<file path="src/rtl/adc_ltc2308_sampler.sv">
// LTC2308 SPI sampler: continuous single-channel conversions, raw sample
// output tagged with its channel, and a power-of-two block average.
module adc_ltc2308_sampler #(
  parameter int unsigned CLK_DIV     = 2,
  parameter int unsigned CONV_CYCLES = 80,
  parameter int unsigned AVG_LOG2    = 2
) (
  input  logic        clk,
  input  logic        reset,
  input  logic        enable,
  input  logic [2:0]  channel,
  output logic        adc_convst,
  output logic        adc_sck,
  output logic        adc_sdi,
  input  logic        adc_sdo,
  output logic [11:0] sample,
  output logic [2:0]  sample_ch,
  output logic        sample_valid,
  output logic [11:0] adc_value,
  output logic        avg_valid,
  output logic        busy
);

  localparam int unsigned DATA_W    = 12;
  localparam int unsigned CH_W      = 3;
  localparam int unsigned BIT_W     = 4;
  localparam int unsigned ACC_W     = DATA_W + AVG_LOG2;
  localparam int unsigned AVG_N     = 1 << AVG_LOG2;
  localparam int unsigned AVG_CNT_W = (AVG_LOG2 > 0) ? AVG_LOG2 : 1;
  localparam int unsigned DIV_W     = (CLK_DIV > 1) ? $clog2(CLK_DIV) : 1;
  localparam int unsigned CONV_W    = (CONV_CYCLES > 1) ? $clog2(CONV_CYCLES) : 1;

  typedef enum logic [1:0] {
    S_IDLE,
    S_CONV,
    S_SHIFT,
    S_DONE
  } state_e;

  state_e               state_q, state_d;
  logic [CONV_W-1:0]    conv_cnt_q, conv_cnt_d;
  logic [DIV_W-1:0]     div_q, div_d;
  logic                 phase_q, phase_d;
  logic [BIT_W-1:0]     bit_q, bit_d;
  logic [DATA_W-1:0]    shreg_q, shreg_d;
  logic [CH_W-1:0]      ch_q, ch_d;
  logic [CH_W-1:0]      tag_ch_q, tag_ch_d;
  logic                 first_q, first_d;
  logic                 convst_q, convst_d;
  logic                 sck_q, sck_d;
  logic                 sdi_q, sdi_d;
  logic                 busy_q, busy_d;
  logic [DATA_W-1:0]    sample_q, sample_d;
  logic [CH_W-1:0]      sample_ch_q, sample_ch_d;
  logic                 sample_valid_q, sample_valid_d;
  logic [ACC_W-1:0]     acc_q, acc_d;
  logic [AVG_CNT_W-1:0] avg_cnt_q, avg_cnt_d;
  logic [CH_W-1:0]      last_ch_q, last_ch_d;
  logic [DATA_W-1:0]    adc_value_q, adc_value_d;
  logic                 avg_valid_q, avg_valid_d;
  logic [ACC_W-1:0]     acc_base;
  logic [AVG_CNT_W-1:0] cnt_base;
  logic [ACC_W-1:0]     sum;

  // SDI bit for SCK period idx: {S/D=1, O/S, S1, S0, UNI=1, SLP=0}, then zeros.
  function automatic logic cfg_bit(input logic [CH_W-1:0] ch, input logic [BIT_W-1:0] idx);
    logic [DATA_W-1:0] word;
    word = {1'b1, ch[0], ch[2], ch[1], 1'b1, 1'b0, 6'b000000};
    return word[BIT_W'(DATA_W - 1) - idx];
  endfunction

  // Frame sequencing and SPI shifting.
  always_comb begin
    state_d        = state_q;
    conv_cnt_d     = conv_cnt_q;
    div_d          = div_q;
    phase_d        = phase_q;
    bit_d          = bit_q;
    shreg_d        = shreg_q;
    ch_d           = ch_q;
    tag_ch_d       = tag_ch_q;
    first_d        = first_q;
    sdi_d          = sdi_q;
    sample_d       = sample_q;
    sample_ch_d    = sample_ch_q;
    sample_valid_d = 1'b0;

    unique case (state_q)
      S_IDLE: begin
        first_d = 1'b1;
        if (enable) begin
          state_d    = S_CONV;
          conv_cnt_d = '0;
          ch_d       = channel;
        end
      end
      S_CONV: begin
        if (conv_cnt_q == CONV_W'(CONV_CYCLES - 1)) begin
          state_d = S_SHIFT;
          div_d   = '0;
          phase_d = 1'b0;
          bit_d   = '0;
          sdi_d   = cfg_bit(ch_q, '0);
        end else begin
          conv_cnt_d = conv_cnt_q + CONV_W'(1);
        end
      end
      S_SHIFT: begin
        if (div_q == DIV_W'(CLK_DIV - 1)) begin
          div_d = '0;
          if (!phase_q) begin
            phase_d = 1'b1;
            shreg_d = {shreg_q[DATA_W-2:0], adc_sdo};
          end else begin
            phase_d = 1'b0;
            if (bit_q == BIT_W'(DATA_W - 1)) begin
              // Data in this frame was converted with the previous frame's config.
              state_d  = S_DONE;
              first_d  = 1'b0;
              tag_ch_d = ch_q;
              sdi_d    = 1'b0;
              if (!first_q) begin
                sample_valid_d = 1'b1;
                sample_d       = shreg_q;
                sample_ch_d    = tag_ch_q;
              end
            end else begin
              bit_d = bit_q + BIT_W'(1);
              sdi_d = cfg_bit(ch_q, bit_q + BIT_W'(1));
            end
          end
        end else begin
          div_d = div_q + DIV_W'(1);
        end
      end
      S_DONE: begin
        if (enable) begin
          state_d    = S_CONV;
          conv_cnt_d = '0;
          ch_d       = channel;
        end else begin
          state_d = S_IDLE;
        end
      end
      default: state_d = S_IDLE;
    endcase

    convst_d = (state_d == S_CONV);
    sck_d    = (state_d == S_SHIFT) && phase_d;
    busy_d   = (state_d != S_IDLE);
  end

  // Block averager; a channel change restarts the group.
  always_comb begin
    acc_d       = acc_q;
    avg_cnt_d   = avg_cnt_q;
    last_ch_d   = last_ch_q;
    adc_value_d = adc_value_q;
    avg_valid_d = 1'b0;
    acc_base    = acc_q;
    cnt_base    = avg_cnt_q;
    sum         = '0;

    if (sample_valid_q) begin
      if (sample_ch_q != last_ch_q) begin
        acc_base = '0;
        cnt_base = '0;
      end
      sum       = acc_base + ACC_W'(sample_q);
      last_ch_d = sample_ch_q;
      if (cnt_base == AVG_CNT_W'(AVG_N - 1)) begin
        adc_value_d = DATA_W'(sum >> AVG_LOG2);
        avg_valid_d = 1'b1;
        acc_d       = '0;
        avg_cnt_d   = '0;
      end else begin
        acc_d     = sum;
        avg_cnt_d = cnt_base + AVG_CNT_W'(1);
      end
    end
  end

  always_ff @(posedge clk) begin
    if (reset) begin
      state_q        <= S_IDLE;
      conv_cnt_q     <= '0;
      div_q          <= '0;
      phase_q        <= 1'b0;
      bit_q          <= '0;
      shreg_q        <= '0;
      ch_q           <= '0;
      tag_ch_q       <= '0;
      first_q        <= 1'b1;
      convst_q       <= 1'b0;
      sck_q          <= 1'b0;
      sdi_q          <= 1'b0;
      busy_q         <= 1'b0;
      sample_q       <= '0;
      sample_ch_q    <= '0;
      sample_valid_q <= 1'b0;
      acc_q          <= '0;
      avg_cnt_q      <= '0;
      last_ch_q      <= '0;
      adc_value_q    <= '0;
      avg_valid_q    <= 1'b0;
    end else begin
      state_q        <= state_d;
      conv_cnt_q     <= conv_cnt_d;
      div_q          <= div_d;
      phase_q        <= phase_d;
      bit_q          <= bit_d;
      shreg_q        <= shreg_d;
      ch_q           <= ch_d;
      tag_ch_q       <= tag_ch_d;
      first_q        <= first_d;
      convst_q       <= convst_d;
      sck_q          <= sck_d;
      sdi_q          <= sdi_d;
      busy_q         <= busy_d;
      sample_q       <= sample_d;
      sample_ch_q    <= sample_ch_d;
      sample_valid_q <= sample_valid_d;
      acc_q          <= acc_d;
      avg_cnt_q      <= avg_cnt_d;
      last_ch_q      <= last_ch_d;
      adc_value_q    <= adc_value_d;
      avg_valid_q    <= avg_valid_d;
    end
  end

  assign adc_convst   = convst_q;
  assign adc_sck      = sck_q;
  assign adc_sdi      = sdi_q;
  assign sample       = sample_q;
  assign sample_ch    = sample_ch_q;
  assign sample_valid = sample_valid_q;
  assign adc_value    = adc_value_q;
  assign avg_valid    = avg_valid_q;
  assign busy         = busy_q;

endmodule

</file>
<file path="config.mk">
export PLATFORM = sky130hd
export DESIGN_NAME = adc_ltc2308_sampler
export DESIGN_NICKNAME = d
export VERILOG_FILES = /design/src/rtl/adc_ltc2308_sampler.sv
export SDC_FILE = /design/constraint.sdc
export NUM_CORES = 1
export LEC_CHECK = 0
export ABC_AREA = 0
export BUFFER_PORTS_ARGS = -buffer_cell sky130_fd_sc_hd__buf_2
export CAP_MARGIN = 40
export CORE_ASPECT_RATIO = 1.2
export CORE_MARGIN = 2
export CORE_UTILIZATION = 55
export CTS_CLUSTER_SIZE = 25
export DETAILED_ROUTE_END_ITERATION = 12
export GPL_TIMING_DRIVEN = 1
export PLACE_DENSITY_LB_ADDON = 0.25
export REMOVE_ABC_BUFFERS = 1
export SLEW_MARGIN = 20
export SYNTH_ARGS = -nofsm -noshare
export SYNTH_HDL_FRONTEND = slang
export SYNTH_SLANG_ARGS = --single-unit
export TNS_END_PERCENT = 20
</file>
<file path="constraint.sdc">
create_clock -name clk -period 4.14 [get_ports clk]
set_input_delay 0.828 -clock clk [delete_from_list [all_inputs] [get_ports clk]]
set_output_delay 0.828 -clock clk [all_outputs]
set_load 0.1 [all_outputs]
</file>
=== Word-level counts from Yosys, hierarchy flattened ===
Cells that the tools add are included.

* Output and inout bits: 33
* Input bits: 7
* Flip-flop bits (word level): 86

* Order comparisons: 1
* Bitwise logic cells: 6
* Add/subtract/negate cells: 6
* Reduce and logical (&&, ||, !) cells: 19
* Equal/unequal tests: 16
* Muxes and demuxes: 41

{| class="wikitable"
|+ Operators with widths
! kind !! number
|-
| $mux 14 || 3
|-
| $mux 1 || 16
|-
| $mux 2 || 8
|-
| $mux 4 || 4
|-
| $add 14x12->14 || 1
|-
| $mux 7 || 2
|-
| $pmux 7 s2 || 1
|-
| $ne 2x2->1 const B || 6
|-
| $reduce_and 4->1 || 3
|-
| $reduce_and 5->1 || 2
|-
| $eq 2x2->1 const B || 4
|-
| $pmux 1 s2 || 4
|-
| $pmux 2 s4 || 1
|-
| $pmux 4 s2 || 1
|-
| $reduce_bool 2->1 || 4
|-
| $add 7x1->7 const B || 1
|-
| $eq 7x7->1 const B || 1
|-
| $not 1->1 || 6
|-
| $reduce_and 2->1 || 3
|-
| $reduce_and 3->1 || 2
|-
| $lt 4x5->1 const B || 1
|-
| $reduce_or 5->1 || 1
|-
| $add 4x1->4 const B || 1
|-
| $bmux 1 s4 || 1
|-
| other kinds (10) || 12
|}

=== Depth between registers and ports, before layout ===
* Word-level depth: 8
* Mapped depth: 13
* Mapped depth without buffers: 12

=== Least setup slack after synthesis ===
OpenSTA, ideal clock, no wires.

* Path type: reg2reg
* Start: reg sample_ch_q[0], in the netlist sample_ch[0]
* End: reg acc_q[10]
* Library setup time: 117 ps
* Data arrival time: 3467 ps
* Slack: 556 ps
* Cell stages (with the launch flop): 14
* Buffers on the path: 1
* Required time: 4023 ps
* Clock period less this slack: 3584 ps
* Cell sequence: dfxtp_1 xor2_1 nor3_4 clkbuf_1 and2_1 ha_1 inv_1 fa_1 nand2b_1 a21oi_1 o221ai_2 mux2i_1 nand2_1 a22o_1

* Cells in the longest elaborated chain, start to end: 5

{| class="wikitable"
|+ RTL lines
! element !! line !! text
|-
| from (decl) || 54 || <nowiki>logic [CH_W-1:0] sample_ch_q, sample_ch_d;</nowiki>
|-
| from (signal assigned) || 221 || <nowiki>sample_ch_q <= sample_ch_d;</nowiki>
|-
| $ne 3x3->1 (*) || 165 || <nowiki>if (sample_ch_q != last_ch_q) begin</nowiki>
|-
| $mux 14 / $mux 2 (equally long branches) || 165 ||
|-
| $mux 14 / $mux 2 (equally long branches) || 164 || <nowiki>if (sample_valid_q) begin</nowiki>
|-
| $add 14x12->14 / $eq 2x2->1 (equally long branches) || 169, 171 ||
|-
| $mux 14 (*) || 171 || <nowiki>if (cnt_base == AVG_CNT_W'(AVG_N - 1)) begin</nowiki>
|-
| to (signal assigned) || 201 || <nowiki>acc_q <= '0;</nowiki>
|-
| to (signal assigned) || 223 || <nowiki>acc_q <= acc_d;</nowiki>
|-
| to (decl) || 56 || <nowiki>logic [ACC_W-1:0] acc_q, acc_d;</nowiki>
|}

Mark *: on every way between the ends. The rest lies on a longest branch, timed or not. The select of a mux whose other input is x is not followed.
A chain may end at the register's enable or synchronous reset.

=== Worst setup path in the final report ===
Same ends and word-level chain as after synthesis.

==> impl_metrics.json <==
{
  "crit_start": "sample_ch[0]$_SDFFE_PP0P_",
  "synth-edff-count": 0,
  "cts_resized": 0,
  "cp.arrival_ps": 3190,
  "timing.setup.tns_ps": 0,
  "synth_top_area_share_pct": 40.78,
  "synth_seq_cells": 86,
  "relSlewSlack_pct": 54.06,
  "layout_common_cells": "nand2_1 (89), dfxtp_1 (86), a21oi_1 (57)",
  "min_from": "adc_value[1]$_SDFFE_PP0P_",
  "fmax_ghz": 0.3394,
  "initial_core_util_pct": 55.72,
  "drc_errors": 0,
  "synthCells": 512,
  "hold_path_class": "reg -> reg",
  "hold_buffers": 0,
  "required_ps": 4390,
  "critical_path_class": "reg -> reg",
  "ctsLongestPathBuffers": 2,
  "htreeDepth": 3,
  "ys_warn_count": 0,
  "grt_max_degree": 39,
  "clkTransAtPathRegs_ps": 90,
  "setup_violations": 0,
  "timing.rr.start": "sample_ch[0]$_SDFFE_PP0P_",
  "end_kind": "register",
  "cts_tree": "built",
  "avgSynthCellArea_um2": 8.245,
  "drt_first_pass_iters": 4,
  "ys_top_cells_by_area": "dfxtp_1 (41%), nand2_1 (7.9%), a21oi_1 (6.8%)",
  "die_x_um": 83.98,
  "synth_cell_types": 56,
  "finalWeightedCongestion": 0.9312,
  "whs_endpoint": "adc_value[1]$_SDFFE_PP0P_",
  "crit_fanout": 19,
  "period_share_pct": 71.18,
  "drtIter0Drc": 117,
  "drive_gt1_share_pct": 12.32,
  "power.total_mw": 1.498,
  "power_density_mw_per_mm2": 321.9,
  "slew_viol_final": 0,
  "finalClockSkew_ps": 10.96,
  "synthArstFlopShare_pct": 0,
  "antenna_found_initial": 0,
  "area_growth_pct": 10.23,
  "status": "finished clean",
  "gr-total-overflow": 0,
  "die-area_mm2": 0.008395,
  "ant_nets": 0,
  "peakVddDrop_uv": 217.9,
  "vias": 3599,
  "rsz0062_at_grt": "no",
  "die-height_um": 99.97,
  "fin_crit_ps": 2947,
  "grt_pass1_wl_mm": 14.60,
  "insertion_delay_ps": 350,
  "syn_area_mm2": 0.004222,
  "yosysSeqAreaShare_pct": 40.78,
  "hold-path-cell-count": 2,
  "root_buffer": "clkbuf_8",
  "hold_viol": 0,
  "synth-main-ff-cell": "dfxtp_1",
  "grt_pass1_vias": 3342,
  "portBuffers": 39,
  "r2r_slack_ps": 1190,
  "yosys.area.top_type": "dfxtp_1",
  "ios": 40,
  "cts_sinks": 86,
  "wl_per_cell_um": 13.56,
  "worst_pin_slew_ps": 689.0,
  "viasPerCell": 5.659,
  "grt_usage_pct": 21.05,
  "totalWireLength_mm": 8.623,
  "timing.rr.end": "acc_q[10]$_SDFFE_PP0P_",
  "cellLeakagePower_nw": 1.887,
  "cts_buffers": 9,
  "core-area_mm2": 0.007576,
  "final_common_cell": "nand2_1",
  "nets": 570,
  "rows": 35,
  "max_cap_viol_count": 0,
  "antenna_cells": 0,
  "fillers": 699,
  "hpwl_mm": 6.354,
  "rr_worst_depth": 13,
  "postCtsSetupBuffers": 0,
  "setup.worst_path.start_class": "register"
}
how the worst max path moves through the flow:
stage / endpoint / slack [ps] / depth (start not counted)
3_3_place_gp: acc_q[10]$_SDFFE_PP0P_ / 1270 / 13
4_1_cts: acc_q[10]$_SDFFE_PP0P_ / 1200 / 13
5_1_grt: acc_q[10]$_SDFFE_PP0P_ / 930 / 13
2_1_floorplan: acc_q[10]$_SDFFE_PP0P_ / 660 / 12
3_5_place_dp: acc_q[10]$_SDFFE_PP0P_ / 1210 / 13
6_report: acc_q[10]$_SDFFE_PP0P_ / 1190 / 13
through the flow:
| stage | std cells | cell area [um^2] | hold slack, ps | worst slack (ps) | util [%] |
|---|---|---|---|---|---|
| 4_1_cts | 636 | 4653 | 457.5 | 1202 | 61.42 |
| 6_report | 636 | 4653 | 454.9 | 1193 | 61.42 |
| 2_1_floorplan | 486 | 4116 | 425.1 | 660.7 | - |
| 5_1_grt | 636 | 4653 | 476.2 | 930.0 | 61.42 |
| 3_3_place_gp | 621 | 4457 | 439.8 | 1275 | 58.83 |
| 3_5_place_dp | 621 | 4457 | 444.8 | 1214 | 58.83 |
cell usage after synthesis (2+ instances only):
master	count
nand2_1	89
nand4_1	5
xor2_1	8
buf_1	3
buf_2	6
a211oi_1	7
mux2i_1	17
a32o_1	2
and3_1	6
nor2_1	48
nor2_2	2
o211ai_1	3
a211o_1	2
and2_1	18
o21ai_1	6
or2_1	2
nor2b_1	9
a21oi_2	2
nand3b_1	2
clkbuf_1	17
inv_1	15
o21ai_0	8
nor3_1	4
a31oi_1	3
dfxtp_1	86
or3_1	3
a22o_1	5
ha_1	22
nor3b_1	6
a21oi_1	57
nor4_1	2
nand2b_1	4
xnor2_1	8
nand3_1	13
sequential cells by signal (all words and copies together), names as in the netlist:
name / cells
adc_value: 12
div_q: 1
avg_cnt_q: 2
ch_q: 3
phase_q: 1
first_q: 1
sample_valid: 1
tag_ch_q: 3
conv_cnt_q: 7
adc_convst: 1
adc_sdi: 1
shreg_q: 12
busy: 1
acc_q: 14
last_ch_q: 3
sample_ch: 3
sample: 12
adc_sck: 1
state_q: 2
avg_valid: 1
bit_q: 4
worst max-delay path, stage by stage (launching register included):
cell,delay (ps)
dfxtp_1,340
xor2_1,190
nor3_4,170
buf_4,230
and2_1,150
ha_1,170
inv_1,60
fa_1,390
nand2b_1,170
a21oi_1,230
o221ai_2,220
mux2i_1,240
nand2_1,70
a22o_1,200
final cells by class:
class	count	area, um^2	area share (%)
multi-input combinational	385	2338	50.26
sequential	86	1722	37.00
timing repair buffer	43	225.2	4.840
clock buffer	11	141.4	3.038
tap	92	115.1	2.474
inverter	15	56.30	1.210
clock inverter	4	55.05	1.183
kinds of logic (layout without fill, tap and decap cells):
| group | Yosys count | after routing | share of synthesized area [%] |
|---|---|---|---|
| xor+xnor | 16 | 16 | 3.320 |
| flops | 86 | 86 | 40.78 |
| mux | 18 | 18 | 4.297 |
| buf+inv | 41 | 73 | 3.823 |
| compound gates | 110 | 110 | 16.21 |
| fa+ha+maj | 23 | 23 | 6.995 |
| simple gates | 218 | 218 | 24.57 |
per-layer routing:
metal / track usage (%) / part of all wire [%]
met1: 23.77 / 43
met2: 39.02 / 52
met3: 3.207 / 4.0
met4: 9.553 / 1.9
met5: 0 / 0
power by group:
part / leakage (nW) / total (mW) / internal [mW] / switching, mW
sequential: 0.694 / 0.836 / 0.832 / 0.00407
clock: 0.0964 / 0.597 / 0.297 / 0.300
combinational: 1.10 / 0.0643 / 0.0172 / 0.0471
total: 1.89 / 1.50 / 1.15 / 0.352
(Power assumes the default switching activity.)
